[src/rtl/register_sequencer.sv]
// -----------------------------------------------------------------------------
// register_sequencer
//
// Purpose:
//   Accepts register-stage commands into a small FIFO and replays each one as
//   a train of control strobes towards a downstream shift/load register. Each
//   command names an operation and a repeat count; the operation is issued on
//   rep+1 consecutive cycles. Consecutive queued commands follow each other
//   with no idle cycle in between.
//
// Ports:
//   clk        in   rising-edge clock for all state
//   rst        in   synchronous active-high reset
//   cmd_valid  in   command offered
//   cmd_ready  out  FIFO can accept a command (not full)
//   cmd_op     in   [2:0] 0 NOP, 1 CL, 2 LD, 3 INC, 4 DEC, 5 SR, 6 SL, 7 reserved
//   cmd_data   in   [3:0] LD value; bit 0 is the shift-in bit for SR/SL
//   cmd_rep    in   [3:0] repeat count, op issued cmd_rep+1 cycles
//   cl..sl     out  registered register-stage control strobes
//   ir, il     out  registered shift-in bits (SR / SL cycles only)
//   in         out  [3:0] registered load data (LD cycles only)
//   busy       out  command in flight, outputs still active, or FIFO non-empty
//   done       out  registered pulse on the final issue cycle of each command
// -----------------------------------------------------------------------------
module register_sequencer #(
  parameter int FIFO_DEPTH = 4
) (
  input  logic       clk,
  input  logic       rst,
  input  logic       cmd_valid,
  output logic       cmd_ready,
  input  logic [2:0] cmd_op,
  input  logic [3:0] cmd_data,
  input  logic [3:0] cmd_rep,
  output logic       cl,
  output logic       ld,
  output logic       inc,
  output logic       dec,
  output logic       sr,
  output logic       sl,
  output logic       ir,
  output logic       il,
  output logic [3:0] in,
  output logic       busy,
  output logic       done
);

  localparam int PTR_W   = (FIFO_DEPTH > 1) ? $clog2(FIFO_DEPTH) : 1;
  localparam int CNT_W   = $clog2(FIFO_DEPTH + 1);
  localparam int ENTRY_W = 11;

  localparam logic [CNT_W-1:0] DEPTH_C  = CNT_W'(FIFO_DEPTH);
  localparam logic [CNT_W-1:0] CNT_ZERO = {CNT_W{1'b0}};
  localparam logic [CNT_W-1:0] CNT_ONE  = CNT_W'(1'b1);
  localparam logic [PTR_W-1:0] PTR_ZERO = {PTR_W{1'b0}};
  localparam logic [PTR_W-1:0] PTR_ONE  = PTR_W'(1'b1);

  localparam logic [2:0] OP_NOP = 3'd0;
  localparam logic [2:0] OP_CL  = 3'd1;
  localparam logic [2:0] OP_LD  = 3'd2;
  localparam logic [2:0] OP_INC = 3'd3;
  localparam logic [2:0] OP_DEC = 3'd4;
  localparam logic [2:0] OP_SR  = 3'd5;
  localparam logic [2:0] OP_SL  = 3'd6;

  typedef enum logic [0:0] {
    ST_IDLE  = 1'b0,
    ST_ISSUE = 1'b1
  } state_e;

  // One-hot strobe pattern {cl, ld, inc, dec, sr, sl} for an opcode; NOP and
  // the reserved opcode map to no strobe at all.
  function automatic logic [5:0] op_strobes(input logic [2:0] op);
    logic [5:0] s;
    case (op)
      OP_CL:   s = 6'b100000;
      OP_LD:   s = 6'b010000;
      OP_INC:  s = 6'b001000;
      OP_DEC:  s = 6'b000100;
      OP_SR:   s = 6'b000010;
      OP_SL:   s = 6'b000001;
      OP_NOP:  s = 6'b000000;
      default: s = 6'b000000;
    endcase
    return s;
  endfunction

  // FIFO storage and bookkeeping
  logic [ENTRY_W-1:0] fifo_mem_q [FIFO_DEPTH];
  logic [PTR_W-1:0]   wr_ptr_q, wr_ptr_d;
  logic [PTR_W-1:0]   rd_ptr_q, rd_ptr_d;
  logic [CNT_W-1:0]   count_q, count_d;

  // Execution registers for the command currently being issued
  state_e             state_q, state_d;
  logic [2:0]         op_q, op_d;
  logic [3:0]         data_q, data_d;
  logic [3:0]         rem_q, rem_d;

  // Registered output stage
  logic [5:0]         strobe_q, strobe_d;
  logic               ir_q, ir_d;
  logic               il_q, il_d;
  logic [3:0]         in_q, in_d;
  logic               done_q, done_d;
  logic               act_q, act_d;

  logic               empty_s;
  logic               full_s;
  logic               push_s;
  logic               pop_s;
  logic               issue_s;
  logic               last_s;
  logic [ENTRY_W-1:0] head_s;

  assign empty_s   = (count_q == CNT_ZERO);
  assign full_s    = (count_q == DEPTH_C);
  assign cmd_ready = !full_s;
  // Pushes are qualified with rst so nothing is stored while reset is held.
  assign push_s    = cmd_valid && !full_s && !rst;
  assign head_s    = fifo_mem_q[rd_ptr_q];

  // Next-state logic for the sequencer FSM, the execution registers and the
  // registered output stage.
  always_comb begin
    state_d = state_q;
    op_d    = op_q;
    data_d  = data_q;
    rem_d   = rem_q;
    pop_s   = 1'b0;
    issue_s = 1'b0;
    last_s  = 1'b0;

    case (state_q)
      ST_IDLE: begin
        if (!empty_s) begin
          pop_s   = 1'b1;
          op_d    = head_s[10:8];
          data_d  = head_s[7:4];
          rem_d   = head_s[3:0];
          state_d = ST_ISSUE;
        end else begin
          state_d = ST_IDLE;
        end
      end
      ST_ISSUE: begin
        issue_s = 1'b1;
        if (rem_q != 4'd0) begin
          rem_d   = rem_q - 4'd1;
          state_d = ST_ISSUE;
        end else begin
          last_s = 1'b1;
          // Chain straight into the next queued command so its first strobe
          // lands on the cycle right after this command's done.
          if (!empty_s) begin
            pop_s   = 1'b1;
            op_d    = head_s[10:8];
            data_d  = head_s[7:4];
            rem_d   = head_s[3:0];
            state_d = ST_ISSUE;
          end else begin
            state_d = ST_IDLE;
          end
        end
      end
      default: begin
        state_d = ST_IDLE;
      end
    endcase

    // Output stage follows the executing op by one register.
    if (issue_s) begin
      strobe_d = op_strobes(op_q);
    end else begin
      strobe_d = 6'b000000;
    end

    if (issue_s && (op_q == OP_LD)) begin
      in_d = data_q;
    end else begin
      in_d = 4'd0;
    end

    if (issue_s && (op_q == OP_SR)) begin
      ir_d = data_q[0];
    end else begin
      ir_d = 1'b0;
    end

    if (issue_s && (op_q == OP_SL)) begin
      il_d = data_q[0];
    end else begin
      il_d = 1'b0;
    end

    done_d = last_s;
    act_d  = issue_s;
  end

  // Next-state logic for the FIFO pointers and occupancy.
  always_comb begin
    if (push_s) begin
      wr_ptr_d = wr_ptr_q + PTR_ONE;
    end else begin
      wr_ptr_d = wr_ptr_q;
    end

    if (pop_s) begin
      rd_ptr_d = rd_ptr_q + PTR_ONE;
    end else begin
      rd_ptr_d = rd_ptr_q;
    end

    case ({push_s, pop_s})
      2'b10:   count_d = count_q + CNT_ONE;
      2'b01:   count_d = count_q - CNT_ONE;
      default: count_d = count_q;
    endcase
  end

  // FSM state register.
  always_ff @(posedge clk) begin
    if (rst) begin
      state_q <= ST_IDLE;
    end else begin
      state_q <= state_d;
    end
  end

  // FIFO pointers, occupancy, execution registers and registered outputs.
  always_ff @(posedge clk) begin
    if (rst) begin
      wr_ptr_q <= PTR_ZERO;
      rd_ptr_q <= PTR_ZERO;
      count_q  <= CNT_ZERO;
      op_q     <= OP_NOP;
      data_q   <= 4'd0;
      rem_q    <= 4'd0;
      strobe_q <= 6'b000000;
      ir_q     <= 1'b0;
      il_q     <= 1'b0;
      in_q     <= 4'd0;
      done_q   <= 1'b0;
      act_q    <= 1'b0;
    end else begin
      wr_ptr_q <= wr_ptr_d;
      rd_ptr_q <= rd_ptr_d;
      count_q  <= count_d;
      op_q     <= op_d;
      data_q   <= data_d;
      rem_q    <= rem_d;
      strobe_q <= strobe_d;
      ir_q     <= ir_d;
      il_q     <= il_d;
      in_q     <= in_d;
      done_q   <= done_d;
      act_q    <= act_d;
    end
  end

  // FIFO storage; contents need no reset because occupancy gates every read.
  always_ff @(posedge clk) begin
    if (push_s) begin
      fifo_mem_q[wr_ptr_q] <= {cmd_op, cmd_data, cmd_rep};
    end
  end

  assign {cl, ld, inc, dec, sr, sl} = strobe_q;
  assign ir   = ir_q;
  assign il   = il_q;
  assign in   = in_q;
  assign done = done_q;
  // act_q keeps busy high while the last issued cycle is still on the outputs.
  assign busy = (state_q == ST_ISSUE) || !empty_s || act_q;

endmodule

[config.mk]
export PLATFORM = sky130hd
export DESIGN_NAME = register_sequencer
export DESIGN_NICKNAME = d
export VERILOG_FILES = /design/src/rtl/register_sequencer.sv
export SDC_FILE = /design/constraint.sdc
export NUM_CORES = 1
export LEC_CHECK = 0
export CORE_ASPECT_RATIO = 0.9
export CORE_MARGIN = 5
export CORE_UTILIZATION = 56
export DETAILED_ROUTE_END_ITERATION = 12
export GPL_TIMING_DRIVEN = 0
export PLACE_DENSITY = 0.78
export SLEW_MARGIN = 20
export SYNTH_ARGS = -nofsm -noshare
export SYNTH_HDL_FRONTEND = slang
export SYNTH_SLANG_ARGS = --single-unit
[constraint.sdc]
create_clock -name clk -period 5 [get_ports clk]
set_input_delay 1 -clock clk [delete_from_list [all_inputs] [get_ports clk]]
set_output_delay 1 -clock clk [all_outputs]
set_load 0.05 [all_outputs]
==> flow_summary_export.csv <==
group,metric,value,unit
run_status,run_status,"completed",
setup_path,crit_arrival,2250,ps
global_routing,grt_pass1_vias,1608,
detailed_routing,viasPerCell,5.167,
sta,rsz0062_at_grt,"false",
final_layout,areaGrowthSynthToFinish,18.31,%
synth,synthCells,207,
synth,yosysMostFrequentCell,"edfxtp_1",
sta,tightest_slew,583.8,ps
setup_path,path_class,"flip-flop to primary output",
synth,syn_area,3000,sq um
sta,min_period,3246,ps
setup_path,critPathSlowestCell,"clkdlybuf4s50_1",
detailed_routing,drt_iter0_markers,77,
floorplan,ios,29,
setup_path,crit_start,"count_q[2]",
floorplan,start_util,0.5744,
setup_path,timing.rr.start,"rem_q[0]",
sta,fmax,308.1,MHz
sta,period_share,0.6492,
global_routing,overflow,0,
floorplan,std_cell_rows,25,
global_routing,grt_max_degree,14,
sta,relSlewSlack,0.6108,
synth,ys_ff_latch,79,
pwr,p_per_area,503.9,nW/um^2
synth,yosysSeqAreaShare,0.6739,
global_routing,antenna_found_initial,0,
detailed_routing,drc_errors,0,
global_routing,grt_pass1_wl,7603,um
detailed_routing,wl_per_cell,14.62,um
synth,synth_ff_type,"edfxtp_1",
floorplan,dieArea,6924,sq um
floorplan,core,5224,sq um
detailed_routing,num_vias,1638,
synth,syn_avg_cell_area,14.49,sq um
setup_path,required,4000,ps
hold_path,hp-start,"data_q[1]",
sta,hold_slack,454.9,ps
sta,finalWorstSetupSlack,1754,ps
final_layout,num_antenna_cells,0,
detailed_routing,antenna_left,0,
run,maxCapViolations,0,
clock_tree,clockBufferDepth,2,
setup_path,crit_buf_inv,1,
final_layout,fin_nets,268,
sta,setup_tns,0,ps
clock_tree,cts_made_buffers,9,
synth,yosysUniqueCellTypes,35,
setup_path,path_max_fanout,5,
pwr,power.total,1789,uW
setup_path,cp-start-kind,"flip-flop",
clock_tree,path_clk_slew,70,ps
setup_path,cp_top_family,"simple AND/OR/NAND/NOR gates",
setup_path,crit_end,"busy",
clock_tree,cts_max_level,3,
setup_path,crit_path_max_incr_delay,710,ps
floorplan,die_width,87.16,um
setup_path,cp_cell_sequence,"or3_4 -> or3_2 -> clkdlybuf4s50_1",
synth,synthArstFlopShare,0,
global_routing,grt_usage,0.1509,
synth,synth_fp_nets,229,
setup_path,endpoint_kind,"primary output",
setup_path,regToRegEndpoint,"count_q[2]",
sta,setup_violations,0,
synth,synth_area_leaders,"edfxtp_1 44%, dfxtp_1 23%, mux4_2 7.5%, ha_1 2.9%, nand2_1 2.5%",
pwr,max-vdd-ir-drop,0.3221,mV
pwr,leakage,0.001227,uW
clock_tree,cts_tree,"built",
synth,synth_largest_area_cell,"edfxtp_1",
final_layout,final_cells,317,
sta,hold_violations,0,
final_layout,drive_gt1_frac,0.1320,
place,port_buffers,28,
clock_tree,clkLatencyLatePin,350,ps
setup_path,rrSetupSlack,2450,ps
sta,fin_skew,8.533,ps
place,hpwl,3266,um
clock_tree,postCtsSetupRepairBufs,0,
setup_path,crit_cells,3,
synth,synth_edf_count,44,
synth,synth_warnings,0,
place,place_worst_setup_slack,1982,ps
clock_tree,cts_root_buf,"clkbuf_8",
clock_tree,postCtsHoldBufs,0,
setup_path,reg2regPathDepth,12,
floorplan,die_h,79.44,um
synth,synth_common_cells,"44 x edfxtp_1, 35 x dfxtp_1, 20 x nand2_1",
clock_tree,clock_sinks,79,
detailed_routing,drt_wl_total,4635,um
clock_tree,cts_resized,0,
detailed_routing,drt_pass1_iterations,4,
place,gp_congestion,0.8033,
sta,slew_violations,0,
place,dp.cells,302,
hold_path,hold_class,"flip-flop to flip-flop",
synth,netlist.area_leader.share,0.4404,
[how the worst min path moves through the flow]
| stage | endpoint | cells after the start |
|---|---|---|
| after detailed placement | data_q[1] | 2 |
| after floorplan | data_q[3] | 2 |
| after global routing | in[2] | 1 |
| final | data_q[1] | 2 |
| after global placement | data_q[1] | 2 |
| after CTS | data_q[3] | 2 |
[area by class of cell]
type / instances / area, sq um
sequential: 79 / 2022
fill: 361 / 1674
multi-input combinational: 110 / 873.3
timing repair buffer: 28 / 280.3
clock buffer: 9 / 123.9
tap: 67 / 83.83
clock inverter: 6 / 61.31
buffer: 5 / 53.80
inverter: 13 / 51.30
[cell families (layout without fill, tap and decap cells)]
group / after synthesis / in the layout / share of synthesized area
AO/OA/AOI/OAI: 23 / 23 / 0.04796
XOR/XNOR: 5 / 5 / 0.01460
adder cells (fa/ha/maj): 8 / 8 / 0.03586
buffers and inverters: 18 / 61 / 0.03503
flip-flops: 79 / 79 / 0.6739
multiplexers: 11 / 11 / 0.08382
AND/OR/NAND/NOR: 63 / 63 / 0.1088
[metrics by stage]
step,util,instance area (sq um)
finish,0.6795,3550
global route,0.6795,3550
CTS,0.6795,3550
detailed placement,0.6441,3364
global placement,0.6441,3364
floorplan,-,3000
[cell usage in the layout (no fill, tap or decap), types with 2 or more instances in the layout]
cell / netlist / routed
inv_1: 12 / 12
ha_1: 7 / 7
a221oi_1: 2 / 2
nor3b_1: 2 / 2
dfxtp_1: 35 / 35
nand2b_1: 2 / 2
nand3_1: 2 / 2
nor3_1: 7 / 7
clkbuf_8: 2 / 11
a21oi_1: 13 / 13
and2_1: 10 / 10
xnor2_1: 2 / 2
o21ai_0: 3 / 3
mux4_2: 10 / 10
clkinv_1: 0 / 2
buf_6: 2 / 2
xor2_1: 3 / 3
clkdlybuf4s50_1: 0 / 28
nor2_1: 13 / 13
clkinvlp_4: 0 / 2
edfxtp_1: 44 / 44
nand2_1: 20 / 20
[registers in the layout (all words and copies together) (netlist names), named ones only]
name / cells
rd_ptr_q: 2
count_q: 3
data_q: 4
rem_q: 4
state_q: 1
ir: 1
fifo_mem_q: 44
in: 4
op_q: 3
il: 1
act_q: 1
wr_ptr_q: 2
strobe_q: 6
done: 1
[report_power, final]
part,internal (uW),switching [uW]
combinational,232,282
sequential,772,62.6
clock,226,214
[per-layer routing]
layer / vias up / part of all wire / GRT usage
met5: - / 0 / 0
met4: 0 / 0.0037 / 0.05982
met3: 4 / 0.068 / 0.05573
met2: 52 / 0.50 / 0.2473
met1: 759 / 0.43 / 0.1807
li1: 823 / - / -
[worst min-delay path: cells and delay by family (launching register included)]
family,cells,cell delay (ps)
AO/OA/AOI/OAI,1,50
flip-flops,1,310
AND/OR/NAND/NOR,1,50
Note: power is estimated with default switching activity, not from simulation.
